## src/rtl/disp_scan_ctrl_pkg.sv

```systemverilog
// Shared constants for the seven-segment scan controller: blank pattern,
// active-low hex glyphs ({g,f,e,d,c,b,a}, lit segment = 0) and scan FSM states.
package disp_pkg;

    localparam logic [7:0] SEG_BLANK = 8'hFF;
    localparam logic [7:0] AN_OFF    = 8'hFF;

    localparam logic [6:0] GLYPH_0 = 7'h40;
    localparam logic [6:0] GLYPH_1 = 7'h79;
    localparam logic [6:0] GLYPH_2 = 7'h24;
    localparam logic [6:0] GLYPH_3 = 7'h30;
    localparam logic [6:0] GLYPH_4 = 7'h19;
    localparam logic [6:0] GLYPH_5 = 7'h12;
    localparam logic [6:0] GLYPH_6 = 7'h02;
    localparam logic [6:0] GLYPH_7 = 7'h78;
    localparam logic [6:0] GLYPH_8 = 7'h00;
    localparam logic [6:0] GLYPH_9 = 7'h10;
    localparam logic [6:0] GLYPH_A = 7'h08;
    localparam logic [6:0] GLYPH_B = 7'h03;
    localparam logic [6:0] GLYPH_C = 7'h46;
    localparam logic [6:0] GLYPH_D = 7'h21;
    localparam logic [6:0] GLYPH_E = 7'h06;
    localparam logic [6:0] GLYPH_F = 7'h0E;

    localparam logic [6:0] GLYPH_OFF = 7'h7F;

    typedef enum logic [0:0] {
        ST_DEAD,
        ST_DRIVE
    } scan_st_e;

endpackage

```

## src/rtl/disp_scan_ctrl_if.sv

```systemverilog
// Frame-load and display-pin bundle of the scan controller.
// master: frame source / board side, slave: the controller.
interface disp_scan_ctrl_if;

    logic        load;
    logic [31:0] hexs;
    logic [7:0]  points;
    logic [7:0]  les;
    logic [7:0]  an;
    logic [7:0]  seg;
    logic        frame_tick;
    logic        upd;

    modport master (
        output load, hexs, points, les,
        input  an, seg, frame_tick, upd
    );

    modport slave (
        input  load, hexs, points, les,
        output an, seg, frame_tick, upd
    );

endinterface

```

## src/rtl/hex7seg_dec.sv

```systemverilog
// Combinational nibble to active-low 7-segment glyph ({g,f,e,d,c,b,a}).
module hex7seg_dec
    import disp_pkg::*;
(
    input  logic [3:0] nib_i,
    output logic [6:0] seg_o
);

    // Glyph lookup
    always_comb begin
        seg_o = GLYPH_OFF;
        unique case (nib_i)
            4'h0: seg_o = GLYPH_0;
            4'h1: seg_o = GLYPH_1;
            4'h2: seg_o = GLYPH_2;
            4'h3: seg_o = GLYPH_3;
            4'h4: seg_o = GLYPH_4;
            4'h5: seg_o = GLYPH_5;
            4'h6: seg_o = GLYPH_6;
            4'h7: seg_o = GLYPH_7;
            4'h8: seg_o = GLYPH_8;
            4'h9: seg_o = GLYPH_9;
            4'hA: seg_o = GLYPH_A;
            4'hB: seg_o = GLYPH_B;
            4'hC: seg_o = GLYPH_C;
            4'hD: seg_o = GLYPH_D;
            4'hE: seg_o = GLYPH_E;
            4'hF: seg_o = GLYPH_F;
            default: seg_o = GLYPH_OFF;
        endcase
    end

endmodule

```

## src/rtl/disp_scan_ctrl.sv

```systemverilog
// 8-digit common-anode seven-segment scan controller.
// Each digit slot is DEAD_CYC blank cycles then SCAN_DIV-DEAD_CYC drive cycles.
// Loaded frames wait in a pending register and are committed to the shadow
// (displayed) frame only at the digit 7 -> 0 wrap, so a scan is never torn.
// Optional build macro DISP_LZ_BLANK_EN: suppress leading zero digits.
// Parameters must satisfy SCAN_DIV >= 2, DEAD_CYC >= 1, DEAD_CYC < SCAN_DIV.
module disp_scan_ctrl
    import disp_pkg::*;
#(
    parameter int unsigned SCAN_DIV = 100000,
    parameter int unsigned DEAD_CYC = 4
) (
    input  logic            clk,
    input  logic            rst_n,
    disp_scan_ctrl_if.slave bus
);

    localparam int unsigned CntW = (SCAN_DIV > 1) ? $clog2(SCAN_DIV) : 1;
    localparam logic [CntW-1:0] CntLast  = CntW'(SCAN_DIV - 1);
    localparam logic [CntW-1:0] DeadLast = CntW'(DEAD_CYC - 1);

    // Scan state
    scan_st_e        st_q, st_d;
    logic [CntW-1:0] cnt_q, cnt_d;
    logic [2:0]      idx_q, idx_d;

    // Shadow (displayed) frame
    logic [31:0]     sh_hexs_q, sh_hexs_d;
    logic [7:0]      sh_pts_q, sh_pts_d;
    logic [7:0]      sh_les_q, sh_les_d;

    // Pending frame
    logic [31:0]     pd_hexs_q, pd_hexs_d;
    logic [7:0]      pd_pts_q, pd_pts_d;
    logic [7:0]      pd_les_q, pd_les_d;
    logic            pend_vld_q, pend_vld_d;

    // Registered pins
    logic [7:0]      an_q, an_d;
    logic [7:0]      seg_q, seg_d;
    logic            frame_tick_q, frame_tick_d;
    logic            upd_q, upd_d;

    logic            slot_end;
    logic            boundary;
    logic            next_boundary;
    logic [3:0]      cur_nib;
    logic [6:0]      dec_seg;
    logic [7:0]      lz_mask;

    // Slot counter, digit index and FSM next state
    always_comb begin
        slot_end = (cnt_q == CntLast);
        boundary = slot_end && (idx_q == 3'd7);
        cnt_d    = slot_end ? '0 : cnt_q + 1'b1;
        idx_d    = slot_end ? idx_q + 3'd1 : idx_q;
        st_d     = st_q;
        unique case (st_q)
            ST_DEAD:  if (cnt_q == DeadLast) st_d = ST_DRIVE;
            ST_DRIVE: if (slot_end) st_d = ST_DEAD;
            default:  st_d = ST_DEAD;
        endcase
    end

    // Frame load / commit: a load on the wrap cycle bypasses pending
    always_comb begin
        sh_hexs_d  = sh_hexs_q;
        sh_pts_d   = sh_pts_q;
        sh_les_d   = sh_les_q;
        pd_hexs_d  = pd_hexs_q;
        pd_pts_d   = pd_pts_q;
        pd_les_d   = pd_les_q;
        pend_vld_d = pend_vld_q;
        if (bus.load && boundary) begin
            sh_hexs_d  = bus.hexs;
            sh_pts_d   = bus.points;
            sh_les_d   = bus.les;
            pend_vld_d = 1'b0;
        end else if (bus.load) begin
            pd_hexs_d  = bus.hexs;
            pd_pts_d   = bus.points;
            pd_les_d   = bus.les;
            pend_vld_d = 1'b1;
        end else if (boundary && pend_vld_q) begin
            sh_hexs_d  = pd_hexs_q;
            sh_pts_d   = pd_pts_q;
            sh_les_d   = pd_les_q;
            pend_vld_d = 1'b0;
        end
    end

    // Leading-zero suppression mask from the shadow frame
`ifdef DISP_LZ_BLANK_EN
    logic lz_run;
    always_comb begin
        lz_mask = '0;
        lz_run  = 1'b1;
        for (int i = 7; i >= 1; i--) begin
            lz_run     = lz_run && (sh_hexs_q[i*4 +: 4] == 4'h0);
            lz_mask[i] = lz_run;
        end
    end
`else
    assign lz_mask = '0;
`endif

    assign cur_nib = sh_hexs_q[{idx_q, 2'b00} +: 4];

    hex7seg_dec u_dec (
        .nib_i (cur_nib),
        .seg_o (dec_seg)
    );

    // Pin values for the next cycle; frame_tick/upd look one cycle ahead so
    // they are high during the wrap cycle itself
    always_comb begin
        an_d  = AN_OFF;
        seg_d = SEG_BLANK;
        if (st_q == ST_DRIVE) begin
            an_d = ~(8'h01 << idx_q);
            if (!sh_les_q[idx_q]) begin
                seg_d = {~sh_pts_q[idx_q], lz_mask[idx_q] ? GLYPH_OFF : dec_seg};
            end
        end
        next_boundary = (cnt_d == CntLast) && (idx_d == 3'd7);
        frame_tick_d  = next_boundary;
        upd_d         = next_boundary && pend_vld_d;
    end

    // Scan FSM, counters and registered outputs
    always_ff @(posedge clk or negedge rst_n) begin
        if (!rst_n) begin
            st_q         <= ST_DEAD;
            cnt_q        <= '0;
            idx_q        <= '0;
            an_q         <= AN_OFF;
            seg_q        <= SEG_BLANK;
            frame_tick_q <= 1'b0;
            upd_q        <= 1'b0;
        end else begin
            st_q         <= st_d;
            cnt_q        <= cnt_d;
            idx_q        <= idx_d;
            an_q         <= an_d;
            seg_q        <= seg_d;
            frame_tick_q <= frame_tick_d;
            upd_q        <= upd_d;
        end
    end

    // Shadow and pending frame registers; reset leaves the display blank
    always_ff @(posedge clk or negedge rst_n) begin
        if (!rst_n) begin
            sh_hexs_q  <= '0;
            sh_pts_q   <= '0;
            sh_les_q   <= 8'hFF;
            pd_hexs_q  <= '0;
            pd_pts_q   <= '0;
            pd_les_q   <= '0;
            pend_vld_q <= 1'b0;
        end else begin
            sh_hexs_q  <= sh_hexs_d;
            sh_pts_q   <= sh_pts_d;
            sh_les_q   <= sh_les_d;
            pd_hexs_q  <= pd_hexs_d;
            pd_pts_q   <= pd_pts_d;
            pd_les_q   <= pd_les_d;
            pend_vld_q <= pend_vld_d;
        end
    end

    assign bus.an         = an_q;
    assign bus.seg        = seg_q;
    assign bus.frame_tick = frame_tick_q;
    assign bus.upd        = upd_q;

endmodule
```

## src/flat_wrapper.sv

```systemverilog
// flat-port wrapper written by rule: the top's interface ports become plain ports
module disp_scan_ctrl_flat import disp_pkg::*;
#(
    parameter int unsigned SCAN_DIV = 100000,
    parameter int unsigned DEAD_CYC = 4
)
  (clk, rst_n, bus_load, bus_hexs, bus_points, bus_les, bus_an, bus_seg, bus_frame_tick, bus_upd);
  disp_scan_ctrl_if bus_i ();
  input  logic clk;
  input  logic rst_n;
  input wire logic [$bits(bus_i.load)-1:0] bus_load;
  input wire logic [$bits(bus_i.hexs)-1:0] bus_hexs;
  input wire logic [$bits(bus_i.points)-1:0] bus_points;
  input wire logic [$bits(bus_i.les)-1:0] bus_les;
  output wire logic [$bits(bus_i.an)-1:0] bus_an;
  output wire logic [$bits(bus_i.seg)-1:0] bus_seg;
  output wire logic [$bits(bus_i.frame_tick)-1:0] bus_frame_tick;
  output wire logic [$bits(bus_i.upd)-1:0] bus_upd;
  assign bus_i.load = bus_load;
  assign bus_i.hexs = bus_hexs;
  assign bus_i.points = bus_points;
  assign bus_i.les = bus_les;
  assign bus_an = bus_i.an;
  assign bus_seg = bus_i.seg;
  assign bus_frame_tick = bus_i.frame_tick;
  assign bus_upd = bus_i.upd;
  disp_scan_ctrl #(.SCAN_DIV(SCAN_DIV), .DEAD_CYC(DEAD_CYC)) u_core (.clk(clk), .rst_n(rst_n), .bus(bus_i));
endmodule
```

## config.mk

```make
export PLATFORM = sky130hd
export DESIGN_NAME = disp_scan_ctrl_flat
export DESIGN_NICKNAME = d
export VERILOG_FILES = /design/src/rtl/disp_scan_ctrl_pkg.sv /design/src/rtl/disp_scan_ctrl_if.sv /design/src/rtl/hex7seg_dec.sv /design/src/rtl/disp_scan_ctrl.sv /design/src/flat_wrapper.sv
export SDC_FILE = /design/constraint.sdc
export NUM_CORES = 1
export LEC_CHECK = 0
export ABC_AREA = 1
export CORE_ASPECT_RATIO = 1.25
export CORE_MARGIN = 2
export CORE_UTILIZATION = 35
export CTS_CLUSTER_SIZE = 24
export DETAILED_ROUTE_END_ITERATION = 8
export GPL_TIMING_DRIVEN = 0
export PLACE_DENSITY = 0.64
export SYNTH_ARGS = -nofsm -noshare
export SYNTH_HDL_FRONTEND = slang
export SYNTH_SLANG_ARGS = --single-unit
```

## constraint.sdc

```tcl
create_clock -name clk -period 4.65 [get_ports clk]
set_input_delay 1.395 -clock clk [delete_from_list [all_inputs] [get_ports clk]]
set_output_delay 1.395 -clock clk [all_outputs]
set_load 0.01 [all_outputs]
```

; Yosys cells after proc, flatten, opt, wreduce, memory -nomap -nowiden
; Memory sizes are Yosys's and may differ from the RTL's.
; Cells that the tools add are included.
[classes]
n_addsub = 2
magnitude_cmp = 1
eq_ne = 6
shifts = 2
n_mux = 26
bitwise = 4
reduce_logical = 8
[op_table]
columns = op, count
row1 = 32-bit 2-to-1 mux, 3
row2 = 8-bit 2-to-1 mux, 9
row3 = "17-bit equality test, second input constant", 2
row4 = 32-bit by 6-bit indexed part select with 4-bit output, 1
row5 = "17-bit by 1-bit adder with 17-bit output, second input constant", 1
row6 = "17-bit by 2-bit equality test with 1-bit output, second input constant", 1
row7 = 17-bit 2-to-1 mux, 1
row8 = 1-bit 2-to-1 mux, 8
row9 = 8-bit inverter, 1
row10 = "1-bit by 3-bit << shifter with 8-bit output, first input constant", 1
row11 = 7-bit 2-to-1 mux, 1
row12 = 1-bit binary-select mux with 3-bit select, 2
row13 = "3-bit equality test, second input constant", 2
row14 = 1-bit logical AND, 5
row15 = "3-bit by 4-bit less-than comparator with 1-bit output, second input constant", 1
row16 = 2-bit AND reduction, 2
row17 = "3-bit by 1-bit adder with 3-bit output, second input constant", 1
row18 = 3-bit 2-to-1 mux, 1
row19 = 1-bit inverter, 3
row20 = "2-bit by 1-bit inequality test with 1-bit output, second input constant", 1
row21 = 1-bit one-hot mux with 2 select lines, 1
row22 = 2-bit nonzero test, 1
[totals]
reg_bits = 136
mem_bits_ro = 120
out_inout_bits = 18
memories = 2
[memory_table]
columns = memory, depth, word_bits, rd, rd_ports_with_merged_regs, write_ports, line_no
row1 = (no name shown), 16, 7, 1, 0, 0, hex7seg_dec.sv:12  ; unique case (nib_i)
row2 = (no name shown), 8, 1, 1, 0, 0, disp_scan_ctrl.sv:122  ; seg_d = {~sh_pts_q[idx_q], lz_mask[idx_q] ? GLYPH_OFF : dec_seg};

; Logic depth before layout (Yosys ltp)
; Gate-level depths: netlist (run 1).
[logic_depth]
ltp_word = 7
depth_mapped = 13
mapped_depth_nobuf = 12

; Hierarchy
; From an unflattened synthesis (run 1), not the netlist that was laid out.
[unflattened]
cells_unflattened = 782
hier_area_um2 = 6800.3
[modules_own_cells]
columns = module, instances, cells_per_inst, area_each_um2, seq_area_each_um2
row1 = disp_scan_ctrl, 1, 733, 6526.3, 3433.3
row2 = hex7seg_dec, 1, 49, 274.0, 0.0

; Worst setup path before layout (run 1)
; No wires, ideal clock.
[synth_path]
path_kind = input-to-reg
start = in bus_load
end = reg u_core.sh_hexs_q[10]
arrival_time_ns = 2.410
path_slack_ns = 2.120
path_stages = 6
n_path_buf = 3
cell_sequence = clkbuf_1 clkbuf_1 clkbuf_1 a21oi_1 o21ai_1 nand2_1
[synth_via]
elab_chain_len = 3
elab_cells_between_ends = 5
cone_classes = eq/ne: 1 / mux: 1 / reduce/logical: 3
[synth_lines]
columns = item, line_no
row1 = start: declaration, flat_wrapper.sv:11  ; input wire logic [$bits(bus_i.load)-1:0] bus_load;
row2 = 1-bit logical AND, disp_scan_ctrl.sv:74  ; if (bus.load && boundary) begin
row3 = 2-bit by 1-bit inequality test with 1-bit output (no source line) / 2-bit nonzero test (equally long branches), --
row4 = 2-bit AND reduction (no source line), --
row5 = end signal: assignment, disp_scan_ctrl.sv:162  ; sh_hexs_q <= sh_hexs_d;
row6 = end: declaration, disp_scan_ctrl.sv:28  ; logic [31:0] sh_hexs_q, sh_hexs_d;
; Parallel ways exist; a longest one is shown, timed or not.
; A chain may end at the register's enable or synchronous reset.

; Final worst setup path (run 1)
[layout_path]
start = reg u_core.an_q[1], in the netlist u_core.bus.an[1]
end = out bus_an[1]
[layout_rtl]
columns = item, line_no
row1 = start: declaration, disp_scan_ctrl.sv:39  ; logic [7:0] an_q, an_d;
row2 = start signal: assignment, disp_scan_ctrl.sv:144  ; an_q <= an_d;
row3 = end: declaration, flat_wrapper.sv:15  ; output wire logic [$bits(bus_i.an)-1:0] bus_an;
; No word-level cell between the ends.

==> metrics.txt, run 1 <==
status finished, final reports clean; Tightest Pin Transition 0.648 ns; DR WL/cell 14.8 um; TritonCTS Sinks 136; Non-Filler Cell Area, Final 0.00830 sq mm; Mapped Avg Cell Area 8.04 sq um; CP required 3.25 ns; core area 0.0188 sq mm; cts hold-fix bufs 0; Async SR Flop Fraction 100%; Starting Density 35.9%; ys flop type dfrtp_1; Setup WS post-layout 1.78 ns; max_slew headroom 56.4%; TritonCTS buffer count 17; post-route antenna net violation count 0; FF+latch area 0.00343 sq mm; most common cell in the netlist nand2_1; Crit. End Element output pin; Clock Tree Buf Depth 2; Final #Nets 994; first-pass GRT wire length 29100 um; GRT Total Usage 18.0%; Power Dens Cells 314 mW/mm^2; max-slew violation count 0; hold path startpoint u_core.sh_les_q[1]; Syn Inst Count 843; CP Launch Point u_core.bus.an[1]; DP Worst Slack 1.51 ns; share of post-route cells with drive strength above 1 10.8%; number of flops mapped to enable cells by yosys 0; vias per cell 4.85; htree depth 4; slowest stage cell, crit path clkdlybuf4s50_1; TritonRoute pass-1 iters 5; Root Driver clkbuf_16; setup tns final 0 ns; Synth top cells by count nand2_1, inv_1, dfrtp_1, o21ai_0, a21oi_1; final clock skew 0.0129 ns; Critical Path AT 1.47 ns; RSZ-0062 raised after global routing false; Synth top area share 41.4%; number of I/O pins 69; Final Hold Vio Count 0; area of the multi-input gates 0.00260 sq mm; leakage power 4.08 nW; largest net degree at the start of global routing 100; DP Area 0.00776 sq mm; crit path kind reg -> out; GR Overflow Total 0; Tightest Hold Check Type reg -> reg; chip height 160 um; Ys Warns 0; PortBufs 67; DIE WIDTH 128 um; Final Cycle Share 61.7%; ant diodes 0; Seq/Total Area, Yosys 50.7%; Reg2Reg Launch Point u_core.idx_q[0]; area growth from synthesis to final layout 22.6%; number of remaining DRC errors 0; #FFs+latches synth 136; final setup fails 0; maximum operating frequency 349 MHz; initial antenna violation count 0; post-CTS resize count 0; fillers 1873; RePlAce Congestion 0.849; CTS tree built; Worst-path clk slew 0.06 ns; Largest stage delay, worst path 0.53 ns; drt total wl 17400 um; top post-synthesis cells by area dfrtp_1, nand2_1, dfstp_2; worst skew pair latency 0.43 ns; Die Area 0.0205 sq mm; Buf+Inv Stages, Crit Path 1; mapped cell area 0.00677 sq mm; max cap viols 0; Netlist cell types 30; Critical Path Fanout Max 1; via count 5698; Critical Path Source Type register; fin crit period 2.87 ns; row count 56; Top delay family on crit path buffers and inverters; Iter 0 DRT Violations 511; Peak supply drop 0.263 mV; critical-path cell list clkdlybuf4s50_1; post-DP HPWL 12400 um; number of setup buffers added after CTS 0; number of global-route vias before repair 5634; dominant cell type by area after synthesis dfrtp_1; Synth Net Count 907
==> layout make-up <==
class                           count  share of cell area, %
Sequential cell                   136                   41.4
Multi-Input combinational cell    541                   31.4
Timing Repair Buffer               68                   8.43
Inverter                          126                   5.70
Clock buffer                       21                   5.55
Tap cell                          232                   3.50
Buffer                             40                   3.18
Clock inverter                     11                  0.934
==> power by group <==
part / total, mW / internal (mW) / switching (mW)
registers: 1.24 / 1.22 / 0.0190
logic: 0.141 / 0.0621 / 0.0786
clock network: 1.23 / 0.707 / 0.519
total: 2.61 / 1.99 / 0.617
==> metrics by stage <==
step	std cells	utilization, %	hold slack, ns	power (mW)
3_3_place_gp	1142	41.0	0.458	1.40
6_report	1175	44.0	0.469	2.61
4_1_cts	1175	44.0	0.470	2.63
3_5_place_dp	1143	41.2	0.459	1.40
5_1_grt	1175	44.0	0.492	2.71
2_1_floorplan	843	-	0.444	1.31
==> placed cells by master (no fill, tap or decap), types with 2 or more instances in the layout <==
cell type / synthesis / layout
nor2_1: 39 / 39
nand2_1: 193 / 193
o21ai_1: 52 / 52
dfrtp_1: 112 / 112
clkbuf_8: 0 / 2
o211ai_1: 5 / 5
dfstp_2: 24 / 24
clkdlybuf4s50_1: 0 / 66
a21oi_1: 74 / 74
nor2_2: 4 / 4
clkbuf_16: 0 / 17
inv_2: 3 / 3
buf_8: 2 / 2
nand2_2: 2 / 2
buf_2: 16 / 16
nand2_4: 3 / 3
clkinvlp_4: 0 / 6
nand4_1: 4 / 4
clkinv_2: 0 / 3
nand3_2: 2 / 2
inv_1: 122 / 122
nand3_1: 42 / 42
clkbuf_1: 12 / 14
ha_1: 13 / 13
nor2_4: 3 / 3
buf_6: 9 / 10
o21bai_1: 2 / 2
o21ai_0: 98 / 98
==> registers in the layout, summed over array words and instances, names as in the netlist <==
name	count
u_core.bus.an	8
u_core.bus.frame_tick	1
u_core.bus.seg	8
u_core.bus.upd	1
u_core.cnt_q	17
u_core.idx_q	3
u_core.pd_hexs_q	32
u_core.pd_les_q	8
u_core.pd_pts_q	8
u_core.pend_vld_q	1
u_core.sh_hexs_q	32
u_core.sh_les_q	8
u_core.sh_pts_q	8
u_core.st_q	1
==> routing by layer <==
layer,vias up,routed length (um),global-route usage (%)
li1,2869,-,-
met1,2650,8040,23.9
met2,151,8230,28.7
met3,28,725,3.53
met4,0,378,7.24
met5,-,0,0
==> worst paths after layout <==
kind                                          to  slack (ns)  cells after the start
setup reg to reg               u_core.bus.seg[0]        2.10                     12
hold / removal                u_core.sh_les_q[1]        0.47                      2
hold reg to reg               u_core.sh_les_q[1]        0.47                      2
min in group asynchronous  u_core.bus.frame_tick        0.87                      1
setup / recovery                       bus_an[1]        1.78                      1
max in group asynchronous      u_core.bus.seg[7]        2.95                      2
==> worst min-delay path: stages (launching register included) <==
cell and delay [ns]:
dfstp_2 0.37, nand2_1 0.05, nand2_1 0.05
==> logic make-up (layout without fill, tap and decap cells) <==
logic type	Yosys count	count (layout)	share of synthesized area (%)
and+or+nand+nor	294	294	18.3
AOI/OAI and AO/OA	233	233	17.6
buffers and inverters	166	266	10.9
DFF	136	136	50.7
adders and majority gates	13	13	2.40
xor gates and xnor gates	1	1	0.129
Power figures use the tool's default switching activity.
==> run 2, diff against run 1 <==
--- a/config.mk
+++ b/config.mk
@@ -12,7 +12,7 @@
 export CTS_CLUSTER_SIZE = 24
 export DETAILED_ROUTE_END_ITERATION = 8
 export GPL_TIMING_DRIVEN = 0
-export PLACE_DENSITY = 0.64
+export PLACE_DENSITY = 0.65
 export SYNTH_ARGS = -nofsm -noshare
 export SYNTH_HDL_FRONTEND = slang
 export SYNTH_SLANG_ARGS = --single-unit
==> constraint.sdc (replaced) <==
create_clock -name clk -period 2.3 [get_ports clk]
set_input_delay 0.69 -clock clk [delete_from_list [all_inputs] [get_ports clk]]
set_output_delay 0.69 -clock clk [all_outputs]
set_load 0.01 [all_outputs]
==> metrics.txt, run 2 (synthesis results as in run 1) <==
status finished, final reports clean; PortBufs 67 (unchanged); TritonRoute pass-1 iters 5 (unchanged); fillers 1845 (-1.5%); Tightest Hold Check Type in -> async; ant diodes 0 (unchanged); Critical Path AT 1.47 ns (about the same); Largest stage delay, worst path 0.53 ns (about the same); post-route antenna net violation count 0 (unchanged); RR Endpoint u_core.bus.seg[3]; Reg2Reg Launch Point u_core.idx_q[0]; max cap viols 0 (unchanged); Die Area 0.0205 sq mm (unchanged); Iter 0 DRT Violations 413 (-19%); max-slew violation count 0 (unchanged); Worst-path clk slew 0.06 ns (about the same); Buf+Inv Stages, Crit Path 1 (unchanged); Tightest Pin Transition 0.613 ns (-0.0347 ns); share of post-route cells with drive strength above 1 12.2% (+1.4 points); maximum operating frequency 464 MHz; first-pass GRT wire length 28300 um (-2.7%); Critical Path Fanout Max 1 (unchanged); GRT Total Usage 17.6% (-0.43 points); CP Launch Point u_core.bus.an[3]; CP required 1.61 ns (-1.64 ns); Top delay family on crit path buffers and inverters; CTS tree built; number of remaining DRC errors 0 (unchanged); post-DP HPWL 12600 um (+1.2%); Crit. path cell count 1 (unchanged); Hold WS 0.183 ns (-0.286 ns); top flop regs u_core.pd_hexs_q: 32 flops, u_core.sh_hexs_q: 32 flops, u_core.cnt_q: 17 flops; Worst setup endpoint bus_an[3]; vias per cell 4.94 (+1.9%); Starting Density 35.9% (unchanged); via count 5816 (+2.1%); Power Dens Cells 654 mW/mm^2 (+110%); Final Cycle Share 93.8%; initial antenna violation count 0 (unchanged); leakage power 4.14 nW (+1.4%); DR WL/cell 14.6 um (-1.1%); Reg2Reg Setup Slack 0.16 ns (-1.94 ns); most frequent cells in the layout nand2_1, inv_1, dfrtp_1; chip height 160 um (unchanged); Root Driver clkbuf_16; fin crit period 2.16 ns; critical-path cell list clkdlybuf4s50_1; number of I/O pins 69 (unchanged); DIE WIDTH 128 um (unchanged); most common cell after layout, fill and taps aside nand2_1; htree depth 4 (unchanged); row count 56 (unchanged); core area 0.0188 sq mm (unchanged); largest net degree at the start of global routing 93 (-7.0%); worst skew pair latency 0.42 ns (about the same); crit path kind reg -> out; Clock Tree Buf Depth 2 (unchanged); Peak supply drop 0.393 mV (+50%); FF+latch area 0.00343 sq mm (about the same); Final #Nets 996 (+0.20%); area of the multi-input gates 0.00263 sq mm (+1.1%); GR Overflow Total 0 (unchanged); Worst R2R Path Depth 13 (+1); Critical Path Source Type register; max_slew headroom 59.1% (+2.8 points); final core utilization 44.7% (+0.65 points); drt total wl 17200 um (-0.97%); TritonCTS buffer count 17 (unchanged); Final Hold Vio Count 0 (unchanged); RePlAce Congestion 0.879 (+3.5%); slowest stage cell, crit path clkdlybuf4s50_1; Crit. End Element output pin; final setup fails 0 (unchanged); TritonCTS Sinks 136 (unchanged); area growth from synthesis to final layout 24.4%; number of global-route vias before repair 5635 (+0.018%); final clock skew 0.0112 ns (-0.00175 ns)
## run 2: changes by cell type in the layout (fill, tap and decap cells not counted), moves of 2 or more
cell and delta:
o21ai_0 -7, buf_2 -4, clkbuf_1 -3, o21ai_1 +3
o21ai_2 +3, buf_4 +2, buf_6 +2, bufinv_16 +2
clkbuf_4 +2, clkinv_4 +2, clkinvlp_4 -2
## run 2: worst min-delay path by stage
stage	endpoint	cells after the start
2_1_floorplan	u_core.bus.frame_tick	0
3_3_place_gp	u_core.sh_les_q[3]	2
3_5_place_dp	u_core.sh_les_q[3]	2
4_1_cts	u_core.bus.upd	1
5_1_grt	u_core.bus.frame_tick	1
6_report	u_core.bus.frame_tick	1
## run 2: worst reg2reg max path: stages, from the launching register on
cell      delay (ns)
dfrtp_1         0.43
buf_6           0.17
clkbuf_4        0.19
a21oi_1         0.14
o21ai_1         0.10
nand2_1         0.09
inv_1           0.06
nand2_1         0.12
o21ai_4         0.09
buf_4           0.16
ha_1            0.31
nand2_1         0.06
nand2_1         0.06
nand3_1         0.07
## run 2: layout make-up
type	count	share of cell area, %
repair buffers	71	8.57
multi-input cells	541	31.2
clock inverters	13	1.71
well taps	232	3.45
plain buffers	39	3.27
flip-flops and latches	136	40.8
inverters	126	5.61
clock buffers	19	5.38
## run 2: power by group
part           leakage, nW  switching (mW)  internal [mW]
clock network        0.282            1.05           1.66
registers             1.60          0.0382           2.47
logic                 2.26           0.159          0.126
## run 2: timing repair
item	4_1_cts	5_1_grt
setup buffers	1	2
gates resized for setup	5	19
hold buffers	0	0
endpoints found under the setup margin	7	10
pin swaps	1	3
cloned	0	0
## run 2: per-stage QoR
step	cell area, sq um	setup TNS, ns	total power [mW]	std cells	setup slack, ns
2_1_floorplan	6770	0	2.65	843	0.242
3_3_place_gp	7730	-621.85	2.83	1142	-4.87
3_5_place_dp	7760	-2.59	2.84	1143	-0.254
4_1_cts	8370	0	5.57	1175	0.00151
5_1_grt	8420	-0.0235	5.72	1177	-0.0142
6_report	8420	0	5.51	1177	0.144
## run 2: routing by layer
layer / up-vias / global-route usage [%] / share of wire, %
li1: 2884 / - / -
met2: 168 / 28.4 / 48
met4: 0 / 6.94 / 1.8
met5: - / 0 / 0
met3: 19 / 3.73 / 5.5
met1: 2745 / 22.9 / 44
==> run 3, diff against run 2 <==
--- a/config.mk
+++ b/config.mk
@@ -8,11 +8,12 @@
 export ABC_AREA = 1
 export CORE_ASPECT_RATIO = 1.25
 export CORE_MARGIN = 2
-export CORE_UTILIZATION = 35
+export CORE_UTILIZATION = 48
+export CTS_BUF_LIST = sky130_fd_sc_hd__clkbuf_2
 export CTS_CLUSTER_SIZE = 24
 export DETAILED_ROUTE_END_ITERATION = 8
 export GPL_TIMING_DRIVEN = 0
-export PLACE_DENSITY = 0.65
+export PLACE_DENSITY = 0.73
 export SYNTH_ARGS = -nofsm -noshare
 export SYNTH_HDL_FRONTEND = slang
 export SYNTH_SLANG_ARGS = --single-unit
==> metrics.txt, run 3 (synthesis results as in run 1) <==
NetSw 1.14 mW (-9.0%); TritonRoute pass-1 iters 5 (unchanged); first-pass GRT wire length 28200 um (-0.42%); Reg2Reg Setup Slack 0.14 ns (-0.02 ns); largest net degree at the start of global routing 102 (+9.7%); DP Worst Slack -0.309 ns (-0.0552 ns); drt total wl 17000 um (-1.4%); Die Area 0.0151 sq mm (-26%); top flop regs u_core.pd_hexs_q: 32 flops, u_core.sh_hexs_q: 32 flops, u_core.cnt_q: 17 flops; Starting Density 49.0% (+13 points); Power Dens Cells 541 mW/mm^2 (-17%); vias per cell 5.23 (+5.9%); number of remaining DRC errors 0 (unchanged); Reg2Reg Launch Point u_core.idx_q[0]; max_slew headroom 53.6% (-5.5 points); final clock skew 0.0242 ns (+0.0131 ns); status finished, final reports clean; Gate power share 6.6% (+1.4 points); share of post-route cells with drive strength above 1 12.1% (-0.039 points); Tightest Hold Check Type in -> async; Critical Path Source Type register; Critical Path Fanout Max 1 (unchanged); PortBufs 67 (unchanged); sw frac 26.2% (+3.5 points); Buf+Inv Stages, Crit Path 1 (unchanged); core area 0.0138 sq mm (-27%); Final Cycle Share 95.8% (+2.1 points); RePlAce Congestion 0.887 (+0.97%); most frequent cells in the layout nand2_1, inv_1, dfrtp_1; critical-path cell list dlygate4sd2_1; chip height 137 um (-14%); GRT Total Usage 24.5% (+6.9 points); Seq pwr share 57.7% (+12 points); Largest stage delay, worst path 0.56 ns (+0.03 ns); most common cell after layout, fill and taps aside nand2_1; worst skew pair latency 0.71 ns (+0.29 ns); DR WL/cell 15.1 um (+3.2%); max cap viols 0 (unchanged); number of global-route vias before repair 5755 (+2.1%); crit path kind reg -> out; leakage power 4.02 nW (-3.0%); via count 5884 (+1.2%); CP required 1.61 ns (about the same); Crit. End Element output pin; GR Overflow Total 0 (unchanged); maximum operating frequency 454 MHz (-2.2%); max-slew violation count 0 (unchanged); RR Endpoint u_core.bus.seg[5]; post-DP HPWL 12200 um (-3.1%); Root Driver clkbuf_2; Top delay family on crit path flip-flops; TritonCTS buffer count 17 (unchanged); number of I/O pins 69 (unchanged); Clock Tree Buf Depth 2 (unchanged); CTS tree built; Critical Path AT 1.51 ns (+0.04 ns); Final Hold Vio Count 0 (unchanged); TritonCTS Sinks 136 (unchanged); Worst-path clk slew 0.22 ns (+0.16 ns); post-route antenna net violation count 0 (unchanged); slowest stage cell, crit path dfstp_2; Clk pwr share 35.6% (-14 points); area growth from synthesis to final layout 18.6%; Peak supply drop 0.298 mV (-24%); Pwr Total 4.34 mW (-21%); row count 48 (-14%); Worst R2R Path Depth 13 (unchanged); Final #Nets 999 (+0.30%); final setup fails 0 (unchanged); Iter 0 DRT Violations 389 (-5.8%); fin crit period 2.20 ns (+0.0482 ns); initial antenna violation count 1 (+1); Tightest Pin Transition 0.696 ns (+0.0829 ns); Int Pwr 3.21 mW (-25%); htree depth 4 (unchanged); Setup WS post-layout 0.0955 ns (-0.0482 ns); DIE WIDTH 110 um (-14%)
## run 3: cell count changes in the layout (fill, tap and decap cells not counted), moves of 2 or more
cell / previous run / this run
clkbuf_16: 17 / 0
clkbuf_2: 1 / 18
clkbuf_8: 2 / 0
clkdlybuf4s15_1: 0 / 12
clkdlybuf4s50_1: 66 / 48
dlygate4sd2_1: 0 / 6
## run 3: how the worst max path moves through the flow
stage | depth (start not counted) | endpoint | from | slack (ns)
4_1_cts | 12 | u_core.bus.seg[0] | u_core.idx_q[0] | -0.007
3_3_place_gp | 1 | u_core.cnt_q[13] | rst_n | -4.82
6_report | 1 | bus_seg[7] | u_core.bus.seg[7] | 0.1
2_1_floorplan | 12 | u_core.bus.seg[0] | u_core.idx_q[0] | 0.24
5_1_grt | 13 | u_core.bus.seg[0] | u_core.idx_q[0] | -0.01
3_5_place_dp | 12 | u_core.bus.seg[0] | u_core.idx_q[0] | -0.31
## run 3: through the flow
step | hold slack, ns | utilization (%) | cells | setup TNS, ns | area [sq um]
global placement | 0.458 | 55.5 | 1085 | -614.91 | 7660
CTS | 0.356 | 57.6 | 1119 | -0.00726 | 7950
floorplan | 0.394 | - | 843 | 0 | 6770
global route | 0.358 | 58.2 | 1124 | -0.0130 | 8040
finish | 0.419 | 58.2 | 1124 | 0 | 8040
detailed placement | 0.457 | 55.7 | 1086 | -2.35 | 7690
## run 3: routing by layer
layer  share of wire (%)  GRT usage, %  wire length [um]
met5                   0             0                 0
met3                 6.2          5.38              1050
met1                  42          31.8              7040
met4                 3.2          9.38               535
met2                  49          39.9              8330
## run 3: area by class of cell
class	instances	area [sq um]
Antenna cell	1	2.50
Buffer	40	280
Clock buffer	17	85.1
Clock inverter	15	178
Fill cell	1286	5780
Inverter	126	473
Multi-Input combinational cell	541	2630
Sequential cell	136	3430
Tap cell	175	219
Timing Repair Buffer	73	732
## run 3: power groups by stage
stage | combinational [mW] | sequential (mW) | clock (mW)
after floorplan | 0.112 | 2.54 | 0
after global placement | 0.278 | 2.55 | 0
after detailed placement | 0.290 | 2.55 | 0
after CTS | 0.293 | 2.51 | 1.58
after global routing | 0.326 | 2.52 | 1.67
final | 0.288 | 2.51 | 1.55
## run 3: timing repair
action                                  4_1_cts  5_1_grt
hold buffers                                  1        0
pin swaps                                     0        3
gates resized for setup                      25       27
setup buffers                                 0        4
endpoints found under the setup margin       25       21
endpoints found under the hold margin        31        0
